### src/rtl/vending_if.sv
// ---------------------------------------------------------------------------
// vending_if : coin / dispense bundle between the coin-acceptor front end,
//              the vending controller and the dispense/change actuators.
//
//   coinn   [1:0]  coin code (00 none, 01 = 5, 10 = 10, 11 = 20 if enabled)
//   out            one-cycle dispense pulse
//   changee [1:0]  change code valid with out (00 none, 01 = 5, 10 = 10, 11 = 15)
//
// Modports:
//   master : coin source / actuator side (drives coinn, observes the response)
//   slave  : vending controller side (samples coinn, drives out/changee)
// ---------------------------------------------------------------------------
interface vending_if;
  logic [1:0] coinn;
  logic       out;
  logic [1:0] changee;

  modport master (output coinn, input out, input changee);
  modport slave  (input coinn, output out, output changee);
endinterface

### src/rtl/vending.sv
// ---------------------------------------------------------------------------
// vending : single-product vending controller, price 15.
//
// Accepts one coin per clock, tracks credit as 0/5/10 and, on the edge where
// the credit reaches 15 or more, pulses out for one cycle together with the
// change code for any excess. Outputs are registered: the response to a coin
// becomes visible one clock after it is sampled.
//
// Ports:
//   clk    : system clock, rising edge active
//   reset  : asynchronous active-low reset; clears credit and outputs
//   bus    : vending_if.slave (coinn in, out / changee out)
//
// Build option:
//   VENDING_COIN20_EN : when defined, coin code 11 is worth 20 and always
//                       completes a sale with change 5/10/15 from S0/S5/S10.
//                       When undefined, coin code 11 is rejected (state held,
//                       no dispense, no change) and change 11 never occurs.
// ---------------------------------------------------------------------------
module vending (
  input  logic     clk,
  input  logic     reset,
  vending_if.slave bus
);

  // Credit held between coins; the fourth encoding is unused and recovers
  // to S0 on the next edge.
  typedef enum logic [1:0] {
    S0  = 2'b00,
    S5  = 2'b01,
    S10 = 2'b10
  } state_t;

  localparam logic [1:0] COIN_NONE = 2'b00;
  localparam logic [1:0] COIN_5    = 2'b01;
  localparam logic [1:0] COIN_10   = 2'b10;
  localparam logic [1:0] COIN_20   = 2'b11;

  localparam logic [1:0] CHG_NONE  = 2'b00;
  localparam logic [1:0] CHG_5     = 2'b01;
  localparam logic [1:0] CHG_10    = 2'b10;
  localparam logic [1:0] CHG_15    = 2'b11;

  state_t     state_q, state_d;
  logic       out_q, out_d;
  logic [1:0] chg_q, chg_d;

  // Next-state and next-output decode.
  always_comb begin
    // NOTE: every signal assigned here gets a default first, so no path
    // through the case statements can leave one unassigned and infer a latch.
    // The defaults also encode "no sale this edge": out low, no change.
    state_d = state_q;
    out_d   = 1'b0;
    chg_d   = CHG_NONE;

    case (state_q)
      S0: begin
        case (bus.coinn)
          COIN_5:  state_d = S5;
          COIN_10: state_d = S10;
          COIN_20: begin
`ifdef VENDING_COIN20_EN
            state_d = S0;
            out_d   = 1'b1;
            chg_d   = CHG_5;
`else
            // Rejected coin: the acceptor returns it, credit is unchanged.
            state_d = state_q;
`endif
          end
          default: state_d = state_q;
        endcase
      end

      S5: begin
        case (bus.coinn)
          COIN_5:  state_d = S10;
          COIN_10: begin
            state_d = S0;
            out_d   = 1'b1;
          end
          COIN_20: begin
`ifdef VENDING_COIN20_EN
            state_d = S0;
            out_d   = 1'b1;
            chg_d   = CHG_10;
`else
            state_d = state_q;
`endif
          end
          default: state_d = state_q;
        endcase
      end

      S10: begin
        case (bus.coinn)
          COIN_5: begin
            state_d = S0;
            out_d   = 1'b1;
          end
          COIN_10: begin
            state_d = S0;
            out_d   = 1'b1;
            chg_d   = CHG_5;
          end
          COIN_20: begin
`ifdef VENDING_COIN20_EN
            state_d = S0;
            out_d   = 1'b1;
            chg_d   = CHG_15;
`else
            state_d = state_q;
`endif
          end
          default: state_d = state_q;
        endcase
      end

      // Unused encoding: recover to S0 without dispensing.
      default: state_d = S0;
    endcase
  end

  // State and registered outputs. Because out/changee are written on every
  // edge, an edge that does not complete a sale clears them, which makes out
  // a single-cycle pulse and lets a coin right after a sale start from S0.
  always_ff @(posedge clk or negedge reset) begin
    if (!reset) begin
      state_q <= S0;
      out_q   <= 1'b0;
      chg_q   <= CHG_NONE;
    end else begin
      // NOTE: sequential state uses non-blocking assignments so every
      // register samples the pre-edge values, independent of statement order.
      state_q <= state_d;
      out_q   <= out_d;
      chg_q   <= chg_d;
    end
  end

  assign bus.out     = out_q;
  assign bus.changee = chg_q;

  // COIN_NONE documents the idle code handled by the case defaults above.
  logic unused_ok;
  assign unused_ok = &{1'b0, COIN_NONE};

endmodule

### src/flat_wrapper.sv
// flat-port wrapper written by rule: the top's interface ports become plain ports
module vending_flat 
  (clk, reset, bus_coinn, bus_out, bus_changee);
  vending_if bus_i ();
  input  logic clk;
  input  logic reset;
  input wire logic [$bits(bus_i.coinn)-1:0] bus_coinn;
  output wire logic [$bits(bus_i.out)-1:0] bus_out;
  output wire logic [$bits(bus_i.changee)-1:0] bus_changee;
  assign bus_i.coinn = bus_coinn;
  assign bus_out = bus_i.out;
  assign bus_changee = bus_i.changee;
  vending u_core (.clk(clk), .reset(reset), .bus(bus_i));
endmodule
### config.mk
export PLATFORM = sky130hd
export DESIGN_NAME = vending_flat
export DESIGN_NICKNAME = d
export VERILOG_FILES = /design/src/rtl/vending_if.sv /design/src/rtl/vending.sv /design/src/flat_wrapper.sv
export SDC_FILE = /design/constraint.sdc
export NUM_CORES = 1
export LEC_CHECK = 0
export CAP_MARGIN = 10
export CORE_AREA = 5 5 42 44
export DETAILED_ROUTE_END_ITERATION = 8
export DIE_AREA = 0 0 47 49
export HOLD_SLACK_MARGIN = 0.03
export PLACE_DENSITY = 0.45
export SLEW_MARGIN = 10
export SYNTH_ARGS = -nofsm -noshare
export SYNTH_HDL_FRONTEND = slang
export SYNTH_SLANG_ARGS = --single-unit
### constraint.sdc
create_clock -name clk -period 1.7 [get_ports clk]
set_input_delay 0.34 -clock clk [delete_from_list [all_inputs] [get_ports clk]]
set_output_delay 0.34 -clock clk [all_outputs]
set_load 0.01 [all_outputs]
==> flow_metrics.tcl <==
set metrics [dict create \
    grt_overflow 0 \
    clkLatencyLatePin_ps 240 \
    status "completed" \
    crit_path_start_kind "primary input" \
    critical_path_class "primary input to flop" \
    maxSlewViolCount 0 \
    globalplace.congestion 0.678 \
    num_antenna_cells 0 \
    ys_ff_latch 4 \
    grt_pass1_vias 250 \
    ant_nets 0 \
    leakagePower_nw 0.203 \
    die_y_um 49 \
    tritoncts "done" \
    fin_crit_ps 1610 \
    core-area_sq_um 1400 \
    cts.sink_count 4 \
    ir_drop_uv 333 \
    synth_area_leaders "dfrtp_1 35%, ha_1 26%, inv_1 7.8%, nor2b_1 4.3%, a41o_1 3.5%" \
    grt_usage 0.0663 \
    ios 7 \
    vias 236 \
    setup_violations 0 \
    final_layout_size_suffix_gt1_frac 0.146 \
    cts_hold_buffers 0 \
    rsz0062_at_grt "false" \
    reg2reg_to "u_core.state_q[0]" \
    route.detailed.drc 0 \
    start_util 0.206 \
    fillers 161 \
    antenna_found_initial 0 \
    htreeDepth 1 \
    synthTopCellsByCount "6 x ha_1, 6 x inv_1, 4 x dfrtp_1" \
    r2r-start "u_core.state_q[1]" \
    die_w_um 47 \
    row_count 14 \
    cts_made_buffers 3 \
    fin_skew_ps 7.08 \
    regArea_sq_um 100 \
    critPathCaptureType "flop" \
    nets 53 \
    portBuffers 5 \
    drt_first_iter_violations 0 \
    multi_input_area_sq_um 159 \
    syn_nets 41 \
    worstRegToRegCells 4 \
    grt_pass1_wl_um 1040 \
    synth_area_per_cell_sq_um 9.32 \
    cts_buffer_depth 2 \
    synth_edf_count 0 \
    cts-resized-gates 0 \
    postCtsSetupBuffers 0 \
    cts_root_buf "clkbuf_4" \
    ys_seq_area_frac 0.346 \
    synth_top_area_share 0.346 \
    cts.clk_slew.worst_paths_ps 40 \
    via_per_inst 4.14 \
    hold_class "primary input to asynchronous set/reset pin" \
    drt_wl_total_um 585 \
    async_flop_share 1.00 \
    critPathArrivalTime_ps 1720 \
    finalCritPeriodShare 0.944 \
    pwr_density_cell_nw_per_um2 1260 \
    hold_viol 0 \
    postSynthCellCount 31 \
    path_max_fanout 2 \
    max_freq_mhz 623 \
    grt_max_degree 5 \
    syn_to_final_growth_pct 37.2 \
    ys_types 15 \
    synthFlopType "dfrtp_1" \
    dp_hpwl_um 498 \
    fin_area_sq_um 397 \
    place_area_sq_um 374 \
    crit_required_ps 1810 \
    dieArea_sq_um 2300 \
    finalSetupTns_ps 0 \
    netlist_area_sq_um 289 \
    first_pass_iters 1 \
    wl_per_cell_um 10.3 \
    synth_top_area_cell "dfrtp_1" \
    ff2ff_setup_slack_ps 220 \
    cap_violations 0 \
    ys_warn_count 0 \
]
worst max-delay path by stage:
stage	slack (ps)	end	from
6_report	90	u_core.state_q[0]	bus_coinn[0]
5_1_grt	40	u_core.state_q[0]	bus_coinn[0]
4_1_cts	110	u_core.state_q[0]	bus_coinn[1]
3_5_place_dp	-140	u_core.state_q[0]	bus_coinn[1]
3_3_place_gp	-140	u_core.state_q[0]	bus_coinn[0]
2_1_floorplan	370	u_core.state_q[0]	u_core.state_q[1]
area by class of cell:
cell class	instances	share of cell area
clock buffers	3	0.0568
well taps	16	0.0505
inverters	6	0.0568
multi-input cells	20	0.401
flip-flops and latches	4	0.252
repair buffers	8	0.183
cells by family after synthesis:
group | Yosys count | synth area share
AO/OA/AOI/OAI | 5 | 0.121
adder cells (fa/ha/maj) | 6 | 0.260
buffers and inverters | 7 | 0.104
flip-flops | 4 | 0.346
other | 1 | 0.0130
AND/OR/NAND/NOR | 8 | 0.156
metal layers:
layer | GRT usage | part of all wire
met1 | 0.0640 | 0.36
met2 | 0.0995 | 0.54
met3 | 0.0443 | 0.097
met4 | 0.0415 | 0
met5 | 0 | 0
critical path, stage by stage:
cell	delay, ps
clkdlybuf4s50_1	470
inv_1	60
ha_1	200
or3b_1	400
a41o_1	250
metrics by stage:
stage	setup WS, ps	total power [mW]	hold slack, ps	cells	utilization
finish	94.5	0.501	300	57	0.283
global route	38.6	0.550	309	57	0.283
CTS	107	0.512	298	57	0.283
detailed placement	-143	0.387	556	54	0.267
global placement	-137	0.369	548	54	0.267
floorplan	374	0.304	44.4	31	-
power by group:
part / total (mW) / switching [mW] / internal [mW] / leakage (nW)
clock network: 0.119 / 0.0400 / 0.0790 / 0.0138
logic: 0.232 / 0.119 / 0.113 / 0.136
registers: 0.151 / 0.0232 / 0.127 / 0.0533
total: 0.501 / 0.182 / 0.319 / 0.203
placed cells by master (no fill, tap or decap), drive strengths merged:
cell,n
and2,1
a22oi,1
o21a,1
a21oi,1
a41o,1
o21ai,1
dfrtp,4
nor2,2
ha,6
nor2b,2
or3b,1
clkbuf,3
inv,6
clkdlybuf4s50,5
conb,1
buf,3
nor3,2
sequential cells by signal, summed over array words and instances, names as in the netlist:
signal,count
u_core.bus.out,1
u_core.state_q,2
u_core.bus.changee,1
Power figures use the tool's default switching activity.
